<file path="config.mk">
export PLATFORM = sky130hd
export DESIGN_NAME = mdu_sched
export DESIGN_NICKNAME = d
export VERILOG_FILES = /design/src/rtl/mdu_sched_pkg.sv /design/src/rtl/mdu_sched_div_iter.sv /design/src/rtl/mdu_sched.sv
export SDC_FILE = /design/constraint.sdc
export NUM_CORES = 2
export LEC_CHECK = 0
export ABC_AREA = 1
export BUFFER_PORTS_ARGS = -buffer_cell sky130_fd_sc_hd__buf_2
export CORE_ASPECT_RATIO = 1.1
export CORE_MARGIN = 1.5
export CORE_UTILIZATION = 42
export CTS_CLUSTER_DIAMETER = 150
export DETAILED_ROUTE_END_ITERATION = 16
export PLACE_DENSITY_LB_ADDON = 0.05
export SETUP_SLACK_MARGIN = 0.15
export SLEW_MARGIN = 5
export SYNTH_ARGS = -nofsm -noshare
export SYNTH_HDL_FRONTEND = slang
export SYNTH_HIERARCHICAL = 1
export SYNTH_SLANG_ARGS = --single-unit
</file>
<file path="constraint.sdc">
create_clock -name clk -period 16.95 [get_ports clk]
set_input_delay 1.695 -clock clk [delete_from_list [all_inputs] [get_ports clk]]
set_output_delay 1.695 -clock clk [all_outputs]
set_load 0.01 [all_outputs]
</file>
<file path="src/rtl/mdu_sched_pkg.sv">
// Shared definitions for the multiply/divide scheduler: op bit positions,
// FSM states, decoded op kinds and the priority decoder for in_op.
package mdu_sched_pkg;

  localparam int MDU_OP_WD = 8;
  localparam int MDU_MULT  = 0;
  localparam int MDU_MULTU = 1;
  localparam int MDU_DIV   = 2;
  localparam int MDU_DIVU  = 3;
  localparam int MDU_MTHI  = 4;
  localparam int MDU_MTLO  = 5;
  localparam int MDU_MFHI  = 6;
  localparam int MDU_MFLO  = 7;

  typedef enum logic [1:0] {S_IDLE, S_MUL, S_DIV, S_FIX} state_e;

  typedef enum logic [3:0] {
    OP_NONE, OP_MULT, OP_MULTU, OP_DIV, OP_DIVU, OP_MTHI, OP_MTLO, OP_MFHI, OP_MFLO
  } op_e;

  // Multi-hot encodings resolve to the lowest set bit; all-zero is a no-op.
  function automatic op_e op_decode(logic [MDU_OP_WD-1:0] op);
    if      (op[MDU_MULT])  return OP_MULT;
    else if (op[MDU_MULTU]) return OP_MULTU;
    else if (op[MDU_DIV])   return OP_DIV;
    else if (op[MDU_DIVU])  return OP_DIVU;
    else if (op[MDU_MTHI])  return OP_MTHI;
    else if (op[MDU_MTLO])  return OP_MTLO;
    else if (op[MDU_MFHI])  return OP_MFHI;
    else if (op[MDU_MFLO])  return OP_MFLO;
    else                    return OP_NONE;
  endfunction

  // Sign- or zero-extend a 32-bit operand to 64 bits for the multiplier.
  function automatic logic [63:0] ext64(logic [31:0] x, logic sgn);
    return {{32{sgn & x[31]}}, x};
  endfunction

endpackage

</file>
<file path="src/rtl/mdu_sched_div_iter.sv">
// Unsigned 32-bit radix-2 restoring divider, one quotient bit per cycle.
// The quotient register doubles as the dividend shift register.
module div_iter #(
  parameter int ITER = 32
) (
  input  logic        clk,
  input  logic        reset,
  input  logic        start,
  input  logic        clr,
  input  logic [31:0] dividend,
  input  logic [31:0] divisor,
  output logic        done,
  output logic [31:0] quot,
  output logic [31:0] rem
);

  localparam int CW = $clog2(ITER + 1);

  logic [31:0]   dsr;
  logic [CW-1:0] cnt;
  logic          run;
  logic [32:0]   sh;
  logic          ge;
  logic [31:0]   rem_nxt;

  // Trial subtraction of the divisor from the shifted partial remainder.
  always_comb begin
    sh      = {rem, quot[31]};
    ge      = (sh >= {1'b0, dsr});
    rem_nxt = ge ? 32'(sh - {1'b0, dsr}) : sh[31:0];
  end

  // Load on start, then shift one quotient bit in per cycle until ITER steps are done.
  always_ff @(posedge clk) begin
    if (reset || clr) begin
      rem  <= '0;
      quot <= '0;
      dsr  <= '0;
      cnt  <= '0;
      run  <= 1'b0;
      done <= 1'b0;
    end else if (start) begin
      rem  <= '0;
      quot <= dividend;
      dsr  <= divisor;
      cnt  <= CW'(ITER);
      run  <= 1'b1;
      done <= 1'b0;
    end else if (run) begin
      rem  <= rem_nxt;
      quot <= {quot[30:0], ge};
      cnt  <= cnt - 1'b1;
      if (cnt == CW'(1)) begin
        run  <= 1'b0;
        done <= 1'b1;
      end
    end
  end

endmodule

</file>
<file path="src/rtl/mdu_sched.sv">
// Multiply/divide scheduler: owns HI/LO, sequences a fixed-latency multiply
// and an iterative divide, and stalls EXE (in_ready low) while one is in flight.
module mdu_sched
  import mdu_sched_pkg::*;
#(
  parameter int MUL_LAT  = 2,
  parameter int DIV_ITER = 32
) (
  input  logic        clk,
  input  logic        reset,
  input  logic        in_valid,
  input  logic [7:0]  in_op,
  input  logic [31:0] in_src1,
  input  logic [31:0] in_src2,
  input  logic        cancel,
  output logic        in_ready,
  output logic [31:0] mf_data,
  output logic        busy,
  output logic [31:0] hi,
  output logic [31:0] lo
);

  localparam int CNT_MAX = (DIV_ITER > MUL_LAT) ? DIV_ITER : MUL_LAT;
  localparam int CW      = $clog2(CNT_MAX + 1);

  state_e        state, state_nxt;
  logic [CW-1:0] cnt;
  logic [63:0]   prod;
  logic          q_neg, r_neg, dz;
  logic [31:0]   dvd_raw;
  op_e           op;
  logic          accept, acc_mul, acc_div, sgn;
  logic [31:0]   abs1, abs2;
  logic          mul_done, fix_done;
  logic          div_done;
  logic [31:0]   div_q, div_r;

  assign op      = op_decode(in_op);
  assign accept  = in_valid & in_ready;
  assign acc_mul = accept & ((op == OP_MULT) | (op == OP_MULTU));
  assign acc_div = accept & ((op == OP_DIV)  | (op == OP_DIVU));
  assign sgn     = (op == OP_MULT) | (op == OP_DIV);
  assign abs1    = (sgn && in_src1[31]) ? -in_src1 : in_src1;
  assign abs2    = (sgn && in_src2[31]) ? -in_src2 : in_src2;
  assign mf_data = in_op[MDU_MFHI] ? hi : lo;
  assign busy    = (state != S_IDLE);

  div_iter #(.ITER(DIV_ITER)) u_div (
    .clk      (clk),
    .reset    (reset),
    .start    (acc_div),
    .clr      (cancel),
    .dividend (abs1),
    .divisor  (abs2),
    .done     (div_done),
    .quot     (div_q),
    .rem      (div_r)
  );

  // State register.
  always_ff @(posedge clk) begin
    if (reset) state <= S_IDLE;
    else       state <= state_nxt;
  end

  // Next state, handshake and completion strobes; cancel beats completion.
  always_comb begin
    state_nxt = state;
    in_ready  = 1'b0;
    mul_done  = 1'b0;
    fix_done  = 1'b0;
    unique case (state)
      S_IDLE: begin
        in_ready = ~cancel;
        if (acc_mul)      state_nxt = S_MUL;
        else if (acc_div) state_nxt = S_DIV;
      end
      S_MUL: begin
        if (cancel) state_nxt = S_IDLE;
        else if (cnt == '0) begin
          mul_done  = 1'b1;
          state_nxt = S_IDLE;
        end
      end
      S_DIV: begin
        if (cancel)           state_nxt = S_IDLE;
        else if (cnt == '0)   state_nxt = S_FIX;
      end
      S_FIX: begin
        fix_done  = ~cancel & div_done;
        state_nxt = S_IDLE;
      end
      default: state_nxt = S_IDLE;
    endcase
  end

  // Operand capture, latency counter and HI/LO writes.
  always_ff @(posedge clk) begin
    if (reset) begin
      hi      <= '0;
      lo      <= '0;
      cnt     <= '0;
      prod    <= '0;
      q_neg   <= 1'b0;
      r_neg   <= 1'b0;
      dz      <= 1'b0;
      dvd_raw <= '0;
    end else begin
      if ((state == S_MUL || state == S_DIV) && cnt != '0) cnt <= cnt - 1'b1;
      if (acc_mul) begin
        prod <= ext64(in_src1, sgn) * ext64(in_src2, sgn);
        cnt  <= CW'(MUL_LAT - 1);
      end
      if (acc_div) begin
        q_neg   <= sgn & (in_src1[31] ^ in_src2[31]);
        r_neg   <= sgn & in_src1[31];
        dz      <= (in_src2 == '0);
        dvd_raw <= in_src1;
        cnt     <= CW'(DIV_ITER - 1);
      end
      if (accept && op == OP_MTHI) hi <= in_src1;
      if (accept && op == OP_MTLO) lo <= in_src1;
      if (mul_done) {hi, lo} <= prod;
      if (fix_done) begin
        if (dz) begin
          hi <= dvd_raw;
          lo <= 32'hFFFF_FFFF;
        end else begin
          hi <= r_neg ? -div_r : div_r;
          lo <= q_neg ? -div_q : div_q;
        end
      end
    end
  end

endmodule

</file>
==> reports/qor.txt <==
Post-CTS Setup Repair Bufs - 0
Starting Density - 0.4225
Core Area - 135,900 um^2
clk slew on worst S/H paths - 0.07 ns
cts bufs inserted - 30
Data required, critical path - 17.49 ns
Tcrit/Tclk final - 0.5993
crit path max fanout - 35
clock sink count - 275
CP delay by family, top - adder cells
TritonCTS clock tree - done
final RePlAce weighted congestion - 0.9539
# resized after CTS - 0
Port-buffer cells - 173
RSZ-0062 raised after global routing - false
std cell rows - 142
CTS Hold Bufs - 0
Async SR Flop Fraction - 0
Clock Skew - 0.03714 ns
DRT antenna net count - 0
status - finished, final reports clean
I/O pin count - 174
Cells after Synth - 7,745
CTS Buffer Depth - 3
Setup CP Type - in -> reg
EDFF count, synth - 0
Vias - 48,453
# DRC - 0
critical path arrival - 10.69 ns
maxcap violations - 0
Area Growth Syn to Fin - 5.660%
endpoints failing hold - 0
post-synthesis cell type count - 64
Main synth FF type - dfxtp_1
fraction of layout cells with a size suffix above 1 - 0.05441
fill count - 14,284
Max Slew Vio Count - 0
chip height - 390.8 um
Root Driver - clkbuf_16
crit path launch type - input port
synthesized area per cell - 7.415 um^2
crit path capture type - flip-flop
Post-Route Setup TNS - 0 ns
synthesized cell area - 57,430 um^2
setup violators final - 0
final net count - 9,099
largest net degree at the start of global routing - 100
hpwl dp - 162.1 mm
first-pass detailed-route iteration total - 6
GR Util All Layers - 0.2968
clk_lat worst skew - 0.63 ns
CP dominant cell by count - inv_1
Hold/Removal Path Class - reg -> reg
first-pass GRT wire length - 312.5 mm
Crit-path slowest cell - fa_1
total grt overflow - 0
initial antenna violation count - 8
DRT iter0 DRCs - 3,035
number of synthesized register bits - 275
Die Wd - 355.6 um
via density per instance - 5.119
Slew Limit Headroom - 0.2687
final hold slack - 0.4556 ns
crit path buf inv count - 12
synthesized net count - 9,204
crit path time final - 10.16 ns
Avg WL per Cell - 21.42 um
Yosys warning total - 6
Die ar. - 139,000 um^2
vias in the first global route - 50,542
Critical Path Max Stage Delay - 0.87 ns
fmax - 98.45 MHz
Worst-Margin Slew - 1.085 ns
sequential fraction of the synthesis area - 0.09586
Routed Wire Length - 202.7 mm
number of H-tree branching levels - 1
==> registers in the layout (all words and copies together) (netlist names) <==
register    flops
cnt             6
dvd_raw        32
dz              1
hi             32
lo             32
prod           64
q_neg           1
r_neg           1
state           2
u_div/cnt       6
u_div/done      1
u_div/dsr      32
u_div/quot     32
u_div/rem      32
u_div/run       1
==> synthesized netlist by cell type, types with 6 or more instances <==
| cell type | n | area (um^2) |
|---|---|---|
| nand2_1 | 1899 | 7128 |
| inv_1 | 1873 | 7030 |
| fa_1 | 1126 | 22540 |
| nor2_1 | 528 | 1982 |
| a21oi_1 | 328 | 1642 |
| o21ai_0 | 287 | 1436 |
| dfxtp_1 | 275 | 5505 |
| clkbuf_1 | 262 | 983.4 |
| ha_1 | 257 | 3216 |
| nand3_1 | 191 | 955.9 |
| xor2_1 | 92 | 805.8 |
| buf_1 | 82 | 307.8 |
| xnor2_1 | 61 | 534.3 |
| o21ai_1 | 51 | 255.2 |
| nor3_1 | 42 | 210.2 |
| nand4_1 | 36 | 225.2 |
| buf_2 | 35 | 175.2 |
| o221ai_1 | 31 | 271.5 |
| nand3b_1 | 30 | 225.2 |
| o211ai_1 | 25 | 187.7 |
| a31oi_1 | 24 | 150.1 |
| buf_4 | 16 | 120.1 |
| nand2_2 | 16 | 100.1 |
| o21bai_1 | 15 | 112.6 |
| nor4_1 | 12 | 75.07 |
| inv_2 | 11 | 41.29 |
| a211oi_1 | 10 | 75.07 |
| a21o_1 | 10 | 75.07 |
| buf_6 | 9 | 101.4 |
| nor2_2 | 9 | 56.30 |
| or2_2 | 9 | 56.30 |
| a21oi_2 | 8 | 70.07 |
| nand3_2 | 8 | 80.08 |
| o22ai_1 | 7 | 43.79 |
| o31ai_1 | 6 | 45.04 |
==> worst register-to-register path, cell delays in order, from the launching register on <==
cell	delay [ns]
dfxtp_1	0.58
nand3_2	0.63
buf_4	0.49
nor2_1	0.76
inv_1	0.65
o21ai_0	0.69
a21oi_1	0.13
==> metrics by stage <==
step	cells	utilization	setup slack [ns]	area [um^2]
6_report	9466	0.4464	6.792	60680
5_1_grt	9464	0.4464	6.058	60670
4_1_cts	9464	0.4464	6.751	60670
3_5_place_dp	9408	0.4384	6.102	59590
3_3_place_gp	9408	0.4384	6.174	59590
2_1_floorplan	7745	-	7.733	57430
==> layer usage <==
layer	up-vias	part of all wire	GRT usage
met4	0	0.029	0.07925
met3	198	0.046	0.01590
met5	-	0	0
met1	24506	0.43	0.3941
met2	1249	0.50	0.5247
li1	22500	-	-
==> placed cells by master (no fill, tap or decap), types with 61 or more instances in the layout <==
cell type and instances:
buf_4 98, nand3_1 190, dfxtp_1 275, nor2_1 527
buf_2 173, xnor2_1 61, nand2_1 1899, ha_1 257
inv_1 1872, fa_1 1126, xor2_1 92, o21ai_0 287
a21oi_1 328
==> path summary, 6_finish.rpt <==
check	cells past startpoint	slack (ns)	endpoint	from
worst max-delay path	37	6.79	prod[60]	in_op[6]
worst min-delay path	2	0.46	dvd_raw[25]	dvd_raw[25]
worst max register to register	6	12.92	lo[31]	u_div/done
worst min register to register	2	0.46	dvd_raw[25]	dvd_raw[25]
==> kinds of logic (layout without fill, tap and decap cells) <==
| kind of cell | Yosys count | after routing | synth area share |
|---|---|---|---|
| buffers and inverters | 2297 | 2216 | 0.1532 |
| other | 0 | 2 | 0 |
| AND/OR/NAND/NOR | 2809 | 2809 | 0.1986 |
| XOR/XNOR | 153 | 153 | 0.02333 |
| AO/OA/AOI/OAI | 828 | 828 | 0.08048 |
| adder cells (fa/ha/maj) | 1383 | 1383 | 0.4485 |
| flip-flops | 275 | 275 | 0.09586 |
==> layout make-up <==
class	count	area, um^2	share of cell area
Inverter	1889	7092	0.1169
Antenna cell	2	5.005	0.00008248
Clock inverter	17	251.5	0.004145
Multi-Input combinational cell	5173	43140	0.7109
Clock buffer	39	834.6	0.01375
Timing Repair Buffer	271	1602	0.02639
Sequential cell	275	5505	0.09073
Tap cell	1800	2252	0.03712
Power is not shown: default switching activity piles up to over one toggle a cycle in this logic, so the estimate is an artifact.
